===== src/rtl/instruction_fetch_unit_pkg.sv =====
// rtl/instruction_fetch_unit_pkg.sv - shared fetch-side types and constants
package processor_pkg;

  typedef enum logic {
    IF_IDLE = 1'b0,
    IF_RUN  = 1'b1
  } if_state_e;

  localparam int          PC_INCREMENT    = 4;
  localparam logic [31:0] NOP_INSTRUCTION = 32'h00000013;

endpackage


===== src/rtl/instruction_fetch_unit_fetch_buffer.sv =====
// rtl/instruction_fetch_unit_fetch_buffer.sv - fetch FIFO with flush and held head output
module fetch_buffer #(
  parameter int WIDTH = 96,
  parameter int DEPTH = 2,
  localparam int AW = $clog2(DEPTH),
  localparam int CW = AW + 1
) (
  input  logic             i_clk,
  input  logic             i_rst_n,
  input  logic             i_flush,
  input  logic             i_push,
  input  logic             i_pop,
  input  logic [WIDTH-1:0] i_wdata,
  output logic [WIDTH-1:0] o_rdata,
  output logic             o_valid,
  output logic             o_full,
  output logic [CW-1:0]    o_count
);

  logic [WIDTH-1:0] r_mem [DEPTH];
  logic [AW-1:0]    r_rd_ptr;
  logic [AW-1:0]    r_wr_ptr;
  logic [CW-1:0]    r_count;
  logic [WIDTH-1:0] r_hold;
  logic             w_pop;
  logic             w_push;

  assign o_valid = (r_count != '0);
  assign o_full  = (r_count == CW'(DEPTH));
  assign o_count = r_count;
  assign w_pop   = i_pop && o_valid;
  // A full FIFO still accepts a push when the head leaves in the same cycle.
  assign w_push  = i_push && (!o_full || w_pop);
  assign o_rdata = o_valid ? r_mem[r_rd_ptr] : r_hold;

  always_ff @(posedge i_clk or negedge i_rst_n) begin
    if (!i_rst_n) begin
      r_rd_ptr <= '0;
      r_wr_ptr <= '0;
      r_count  <= '0;
      r_hold   <= '0;
    end else begin
      if (o_valid) r_hold <= r_mem[r_rd_ptr];
      if (i_flush) begin
        r_rd_ptr <= '0;
        r_wr_ptr <= '0;
        r_count  <= '0;
      end else begin
        if (w_push) r_wr_ptr <= r_wr_ptr + AW'(1);
        if (w_pop)  r_rd_ptr <= r_rd_ptr + AW'(1);
        case ({w_push, w_pop})
          2'b10:   r_count <= r_count + CW'(1);
          2'b01:   r_count <= r_count - CW'(1);
          default: r_count <= r_count;
        endcase
      end
    end
  end

  always_ff @(posedge i_clk) begin
    if (w_push && !i_flush) r_mem[r_wr_ptr] <= i_wdata;
  end

endmodule


===== src/rtl/instruction_fetch_unit.sv =====
// rtl/instruction_fetch_unit.sv - PC register, fetch FSM and redirect/enqueue arbitration
module instruction_fetch_unit
  import processor_pkg::*;
#(
  parameter int                  WORDSIZE         = 64,
  parameter int                  INSTRUCTION_SIZE = 32,
  parameter logic [WORDSIZE-1:0] RESET_PC         = '0,
  parameter int                  BUFFER_DEPTH     = 2,
  localparam int CW = $clog2(BUFFER_DEPTH) + 1
) (
  input  logic                        i_clk,
  input  logic                        i_rst_n,
  input  logic                        i_fetch_en,
  output logic [WORDSIZE-1:0]         o_imem_addr,
  input  logic [INSTRUCTION_SIZE-1:0] i_imem_instruction,
  input  logic                        i_redirect_valid,
  input  logic [WORDSIZE-1:0]         i_redirect_pc,
  output logic                        o_out_valid,
  input  logic                        i_out_ready,
  output logic [INSTRUCTION_SIZE-1:0] o_out_instruction,
  output logic [WORDSIZE-1:0]         o_out_pc,
  output logic [CW-1:0]               o_buffer_count
);

  localparam int EW = WORDSIZE + INSTRUCTION_SIZE;

  if_state_e         r_state;
  logic [WORDSIZE-1:0] r_pc;
  logic              w_full;
  logic              w_deq;
  logic              w_enq;
  logic [EW-1:0]     w_rdata;

  assign o_imem_addr = r_pc;
  assign w_deq       = o_out_valid && i_out_ready;
  // Redirect wins: the instruction returned for the old PC is dropped.
  assign w_enq       = (r_state == IF_RUN) && i_fetch_en && !i_redirect_valid
                       && (!w_full || w_deq);

  always_ff @(posedge i_clk or negedge i_rst_n) begin
    if (!i_rst_n) begin
      r_state <= IF_IDLE;
      r_pc    <= RESET_PC;
    end else begin
      if (i_redirect_valid)
        r_pc <= {i_redirect_pc[WORDSIZE-1:2], 2'b00};
      else if (w_enq)
        r_pc <= r_pc + WORDSIZE'(PC_INCREMENT);
      case (r_state)
        IF_IDLE: if (i_fetch_en)  r_state <= IF_RUN;
        IF_RUN:  if (!i_fetch_en) r_state <= IF_IDLE;
        default: r_state <= IF_IDLE;
      endcase
    end
  end

  fetch_buffer #(
    .WIDTH (EW),
    .DEPTH (BUFFER_DEPTH)
  ) u_fetch_buffer (
    .i_clk   (i_clk),
    .i_rst_n (i_rst_n),
    .i_flush (i_redirect_valid),
    .i_push  (w_enq),
    .i_pop   (w_deq),
    .i_wdata ({r_pc, i_imem_instruction}),
    .o_rdata (w_rdata),
    .o_valid (o_out_valid),
    .o_full  (w_full),
    .o_count (o_buffer_count)
  );

  assign o_out_pc          = w_rdata[EW-1:INSTRUCTION_SIZE];
  assign o_out_instruction = w_rdata[INSTRUCTION_SIZE-1:0];

endmodule


===== config.mk =====
export PLATFORM = sky130hd
export DESIGN_NAME = instruction_fetch_unit
export DESIGN_NICKNAME = d
export VERILOG_FILES = /design/src/rtl/instruction_fetch_unit_pkg.sv /design/src/rtl/instruction_fetch_unit_fetch_buffer.sv /design/src/rtl/instruction_fetch_unit.sv
export SDC_FILE = /design/constraint.sdc
export NUM_CORES = 1
export LEC_CHECK = 0
export CAP_MARGIN = 25
export CORE_MARGIN = 5
export CORE_UTILIZATION = 47
export CTS_CLUSTER_DIAMETER = 100
export DETAILED_ROUTE_END_ITERATION = 8
export PLACE_DENSITY = 0.74
export SETUP_SLACK_MARGIN = 0.02
export SLEW_MARGIN = 20
export SYNTH_ARGS = -nofsm -noshare
export SYNTH_HDL_FRONTEND = slang
export SYNTH_SLANG_ARGS = --single-unit

===== constraint.sdc =====
create_clock -name i_clk -period 11 [get_ports i_clk]
set_clock_uncertainty 0.05 [all_clocks]
set_input_delay 2.2 -clock i_clk [delete_from_list [all_inputs] [get_ports i_clk]]
set_output_delay 2.2 -clock i_clk [all_outputs]
set_load 0.02 [all_outputs]

# Word-level counts from Yosys, hierarchy flattened

Memories as Yosys holds them, arrays and structs flattened.
Index checks and enable logic that the tools add are counted.

Register bits: 165
RAM bits: 192
Input bits: 101
Output and inout port bits: 163
Memories: 1

Add/sub/neg operators: 5
Equality and inequality tests: 3
Mux-type cells: 12
Reductions and logical operators: 16

Memory list:

| name                 | words | bits a word | read ports | clocked after Yosys merged registers in | write ports | RTL line                                  | source |
|---|---|---|---|---|---|---|---|
| u_fetch_buffer.r_mem | 2     | 96          | 1          | 0                                       | 1           | instruction_fetch_unit_fetch_buffer.sv:20 | `logic [WIDTH-1:0] r_mem [DEPTH];` |

Operator list:

| kind                                                                  | count |
|---|---|
| 64-bit two-way mux                                                    | 2 |
| 96-bit two-way mux                                                    | 1 |
| 64-bit by 3-bit adder with 64-bit output, second input constant       | 1 |
| 2-bit nonzero test                                                    | 4 |
| 1-bit logical AND                                                     | 7 |
| 1-bit two-way mux                                                     | 7 |
| 2-bit equality test, second input constant                            | 2 |
| 2-bit one-hot mux with 2 select lines                                 | 1 |
| 3-bit nonzero test                                                    | 1 |
| 1-bit adder, second input constant                                    | 2 |
| 2-bit by 1-bit adder with 2-bit output, second input constant         | 1 |
| 2-bit by 1-bit equality test with 1-bit output, second input constant | 1 |
| 1-bit zero test                                                       | 2 |
| 1-bit logical OR                                                      | 2 |
| 2-bit two-way mux                                                     | 1 |
| 2-bit by 1-bit subtractor with 2-bit output, second input constant    | 1 |

# Longest topological paths before layout

Depth in word-level cells: 8
Gate-level depth with buffers: 8

# Cells and area by module

From an unflattened synthesis, not the netlist that was laid out.

Cell total of the unflattened synthesis: 1,126
Area, all modules: 14,764.2 µm²

By module, submodules not included:

| module                 | times used | cells an instance | area each (µm²) |
|---|---|---|---|
| fetch_buffer           | 1          | 636               | 10,556.4 |
| instruction_fetch_unit | 1          | 490               | 4,207.8 |

# Worst setup path after synthesis

OpenSTA, ideal clock, no wires.

Path kind: input to register
Start: input port i_redirect_valid
End: memory u_fetch_buffer.r_mem[0][0] (enable)
Library setup time: 0.777 ns
Arrival time: 11.571 ns
Slack: -1.397 ns
Stages: 3
Buffers on the path: 2
Cell sequence: clkbuf_1 -> clkbuf_1 -> nor4_1

Cells in the longest elaborated chain, start to end: 7

Ends and longest elaborated chain:

| what                                      | RTL line                                                                | source |
|---|---|---|
| start: declaration                        | instruction_fetch_unit.sv:16                                            | `input logic i_redirect_valid,` |
| 1-bit zero test *                         | instruction_fetch_unit_fetch_buffer.sv:61, instruction_fetch_unit.sv:37 |  |
| 1-bit logical AND                         | instruction_fetch_unit.sv:37                                            | `assign w_enq = (r_state == IF_RUN) && i_fetch_en && !i_redirect_valid` |
| 1-bit logical AND                         | instruction_fetch_unit.sv:38                                            | `&& (!w_full \|\| w_deq);` |
| 1-bit logical AND                         | instruction_fetch_unit_fetch_buffer.sv:33                               | `assign w_push = i_push && (!o_full \|\| w_pop);` |
| 1-bit logical AND *                       | instruction_fetch_unit_fetch_buffer.sv:61                               | `if (w_push && !i_flush) r_mem[r_wr_ptr] <= i_wdata;` |
| 1-bit two-way mux *                       | instruction_fetch_unit_fetch_buffer.sv:61                               |  |
| 1-bit two-way mux (implied by the code) * | instruction_fetch_unit_fetch_buffer.sv:61                               |  |
| end: declaration                          | instruction_fetch_unit_fetch_buffer.sv:20                               |  |

Every way passes the cells marked *; elsewhere a longest branch is shown, timed or not.

# Worst setup path in the final report

Start: register u_fetch_buffer.r_count[0] (netlist: u_fetch_buffer.o_count[0])
End: output port o_out_instruction[2]

Cells in the longest elaborated chain, start to end: 2

Ends and longest elaborated chain:

| what                     | RTL line                                  | source |
|---|---|---|
| start: declaration       | instruction_fetch_unit_fetch_buffer.sv:23 | `logic [CW-1:0] r_count;` |
| start signal: assignment | instruction_fetch_unit_fetch_buffer.sv:52 | `2'b10: r_count <= r_count + CW'(1);` |
| start signal: assignment | instruction_fetch_unit_fetch_buffer.sv:53 | `2'b01: r_count <= r_count - CW'(1);` |
| start signal: assignment | instruction_fetch_unit_fetch_buffer.sv:54 | `default: r_count <= r_count;` |
| 2-bit nonzero test       | instruction_fetch_unit_fetch_buffer.sv:28 | `assign o_valid = (r_count != '0);` |
| 96-bit two-way mux       | instruction_fetch_unit_fetch_buffer.sv:34 | `assign o_rdata = o_valid ? r_mem[r_rd_ptr] : r_hold;` |
| end: declaration         | instruction_fetch_unit.sv:20              | `output logic [INSTRUCTION_SIZE-1:0] o_out_instruction,` |

Every way passes these cells.

==> metrics.cfg <==
[clocking]
clk_path_buf_depth=3
cts_buffers=38
h-tree-depth=2
cts_tree=yes
clk-insertion-delay-late_ns=0.51
cts_resized=0
hold_buffers=0
cts_root_buf=clkbuf_16
clock_sinks=351
cts_setup_buffers=0
clk_pin_slew_ns=0.06

[pwr]
p_switching_uw=906.1
clkPwrFrac_pct=35.4
p_int_uw=2497
leakage_uw=0.006574
ir_drop_uv=130.8
pwr-share-comb_pct=17.8
netSwitchingFraction_pct=26.63
pwr_density_cell_nw_per_um2=187.4
pwr-share-seq_pct=46.8

[timing]
period_needed_ns=5.744
min_period_over_period_pct=52.22
slew_violations=0
hold_viol_final=0
slew_headroom_pct=37.62
fmax_mhz=174.1
rsz0062_at_grt=no
worst_pin_slew_ns=0.9358
finalSetupTns_ns=0
setup_viol=0

[routing]
wl_mm=34.42
vias=9476
first_iter_violations=690
drc_errors=0
via_per_inst=5.403
drtPass1Iterations=4
avgRoutedWirePerCell_um=19.63
final_antenna_net_count=0

[place]
gp_congestion=0.8650
placed_cells_incl_taps=1679
dp_hpwl_mm=22.26
portBuffers=259

[yosys]
yosys.cell_types.count=43
synth_top_flop_cell=edfxtp_1
synth-edff-count=188
synth_area_leaders=edfxtp_1 (41%), dfrtp_1 (29%), mux2i_1 (6.8%)
async_flop_share_pct=46.44
synth_top_area_share_pct=40.52
avgSynthCellArea_um2=12.97
ys_ff_latch=351
synthCells=1074
yosysWarnings=0
netlist_area_um2=13930
yosysTopAreaCell=edfxtp_1
synth_seq_area_share_pct=69.80

[outcome]
status=complete, no violations

[setup_path]
crit_type=flip-flop to primary output
cp_max_fo=74
setup.worst_path.end_class=primary output
crit_arrival_ns=3.49
critPathLaunchType=flip-flop
timing.reg2reg.worst_path_depth=5
required_ns=8.75

[die]
dieArea_um2=33190
fp.dieH_um=182.2
io_pins=264
die_w_um=182.2
coreArea_um2=29480
rows=63
start_util_pct=47.26

[layout]
fillers=2299
final_net_count=1435
stdcell_count=1754
syn2layout_area_growth_pct=30.35
layout-drive-gt1-share_pct=5.796
final_common_cell=clkdlybuf4s50_1
final_cell_mix=clkdlybuf4s50_1 (257), edfxtp_1 (188), dfrtp_1 (162)

[grt]
grt_pass1_wl_mm=53.81
antenna_found_initial=3
grt_pass1_vias=9525
gr-total-overflow=0
grt_max_degree=120
grt_usage_pct=20.25

[job]
maxCapViolations=0

[min_path]
worstHoldPathCells=1
min_path_type=flip-flop to flip-flop

path summary, 6_finish.rpt:
kind,startpoint,endpoint,slack (ns)
min in group asynchronous,i_rst_n,u_fetch_buffer.r_hold[27],1.55
max in group asynchronous,i_rst_n,u_fetch_buffer.r_rd_ptr,7.68
setup / recovery,u_fetch_buffer.o_count[0],o_out_instruction[2],5.26
hold / removal,u_fetch_buffer.r_hold[32],u_fetch_buffer.r_hold[32],0.44
setup reg to reg,o_imem_addr[5],o_imem_addr[58],7.73
hold reg to reg,u_fetch_buffer.r_hold[32],u_fetch_buffer.r_hold[32],0.44
per-stage QoR:
step	setup WS, ns	instance area, µm²	hold WS, ns	utilization, %	total power (µW)
2_1_floorplan	2.589	13940	0.4923	-	1891
3_3_place_gp	5.633	16900	0.4150	57.33	2209
3_5_place_dp	5.542	16900	0.4231	57.33	2226
4_1_cts	5.001	18090	0.4383	61.38	3434
5_1_grt	4.976	18160	0.4619	61.59	3548
6_report	5.256	18160	0.4359	61.60	3403
power by group through the flow:
stage	clock, µW	sequential [µW]	combinational [µW]
floorplan	0	1620	271
global placement	0	1610	599
detailed placement	0	1620	608
CTS	1230	1590	612
global route	1290	1610	651
finish	1200	1590	607
layout make-up:
type | count | area, µm² | area share [%]
antenna | 1 | 2.502 | 0.01378
sequential | 351 | 9728 | 53.57
timing repair buffer | 273 | 2721 | 14.98
inverter | 15 | 56.30 | 0.3100
clock buffer | 60 | 1137 | 6.262
clock inverter | 10 | 55.05 | 0.3031
multi-input combinational | 654 | 3973 | 21.87
tap | 390 | 488.0 | 2.687
cell families after synthesis:
group	share of synthesized area [%]
flip-flops	69.80
AND/OR/NAND/NOR	11.59
AO/OA/AOI/OAI	6.825
multiplexers	7.068
buffers and inverters	1.958
XOR/XNOR	2.640
adder cells (fa/ha/maj)	0.08979
other	0.02692
cell usage after synthesis, types with 2 or more instances:
cell	count
xnor2_1	25
or3_1	10
a31oi_1	20
o31ai_1	6
clkbuf_1	46
xor2_1	17
buf_2	2
nor3_1	11
nand3_1	28
and3_1	12
buf_4	2
nor3b_1	3
nand4b_1	4
nor4_1	21
nand3b_1	3
mux2_2	3
dfrtp_1	163
and4_1	3
a31o_2	2
nor2_1	34
buf_1	5
o21ai_0	143
or4_1	12
and2_1	5
inv_1	14
mux2i_1	95
edfxtp_1	188
nand2_1	159
nand4_1	24
worst max-delay path, cell delays in order, from the launching register on:
cell and delay (ns):
dfrtp_1 0.47, nor2_4 0.12, buf_4 0.56, buf_4 0.55, buf_12 0.31, nand2_1 0.09
o21ai_0 0.16, clkdlybuf4s50_1 0.68
state kept, by name (all words and copies together) (netlist names):
name / cells
u_fetch_buffer.r_wr_ptr: 1
r_state: 1
u_fetch_buffer.r_hold: 96
u_fetch_buffer.r_rd_ptr: 1
o_imem_addr: 62
u_fetch_buffer.r_mem: 188
u_fetch_buffer.o_count: 2
layer usage:
layer  wire (µm)  track usage [%]  up-vias
met4         953            6.184        6
met5          28                0        -
met3        2564            4.983       77
met2       16170            32.29      325
met1       14710            27.80     4604
li1            -                -     4464
(Power assumes the default switching activity.)
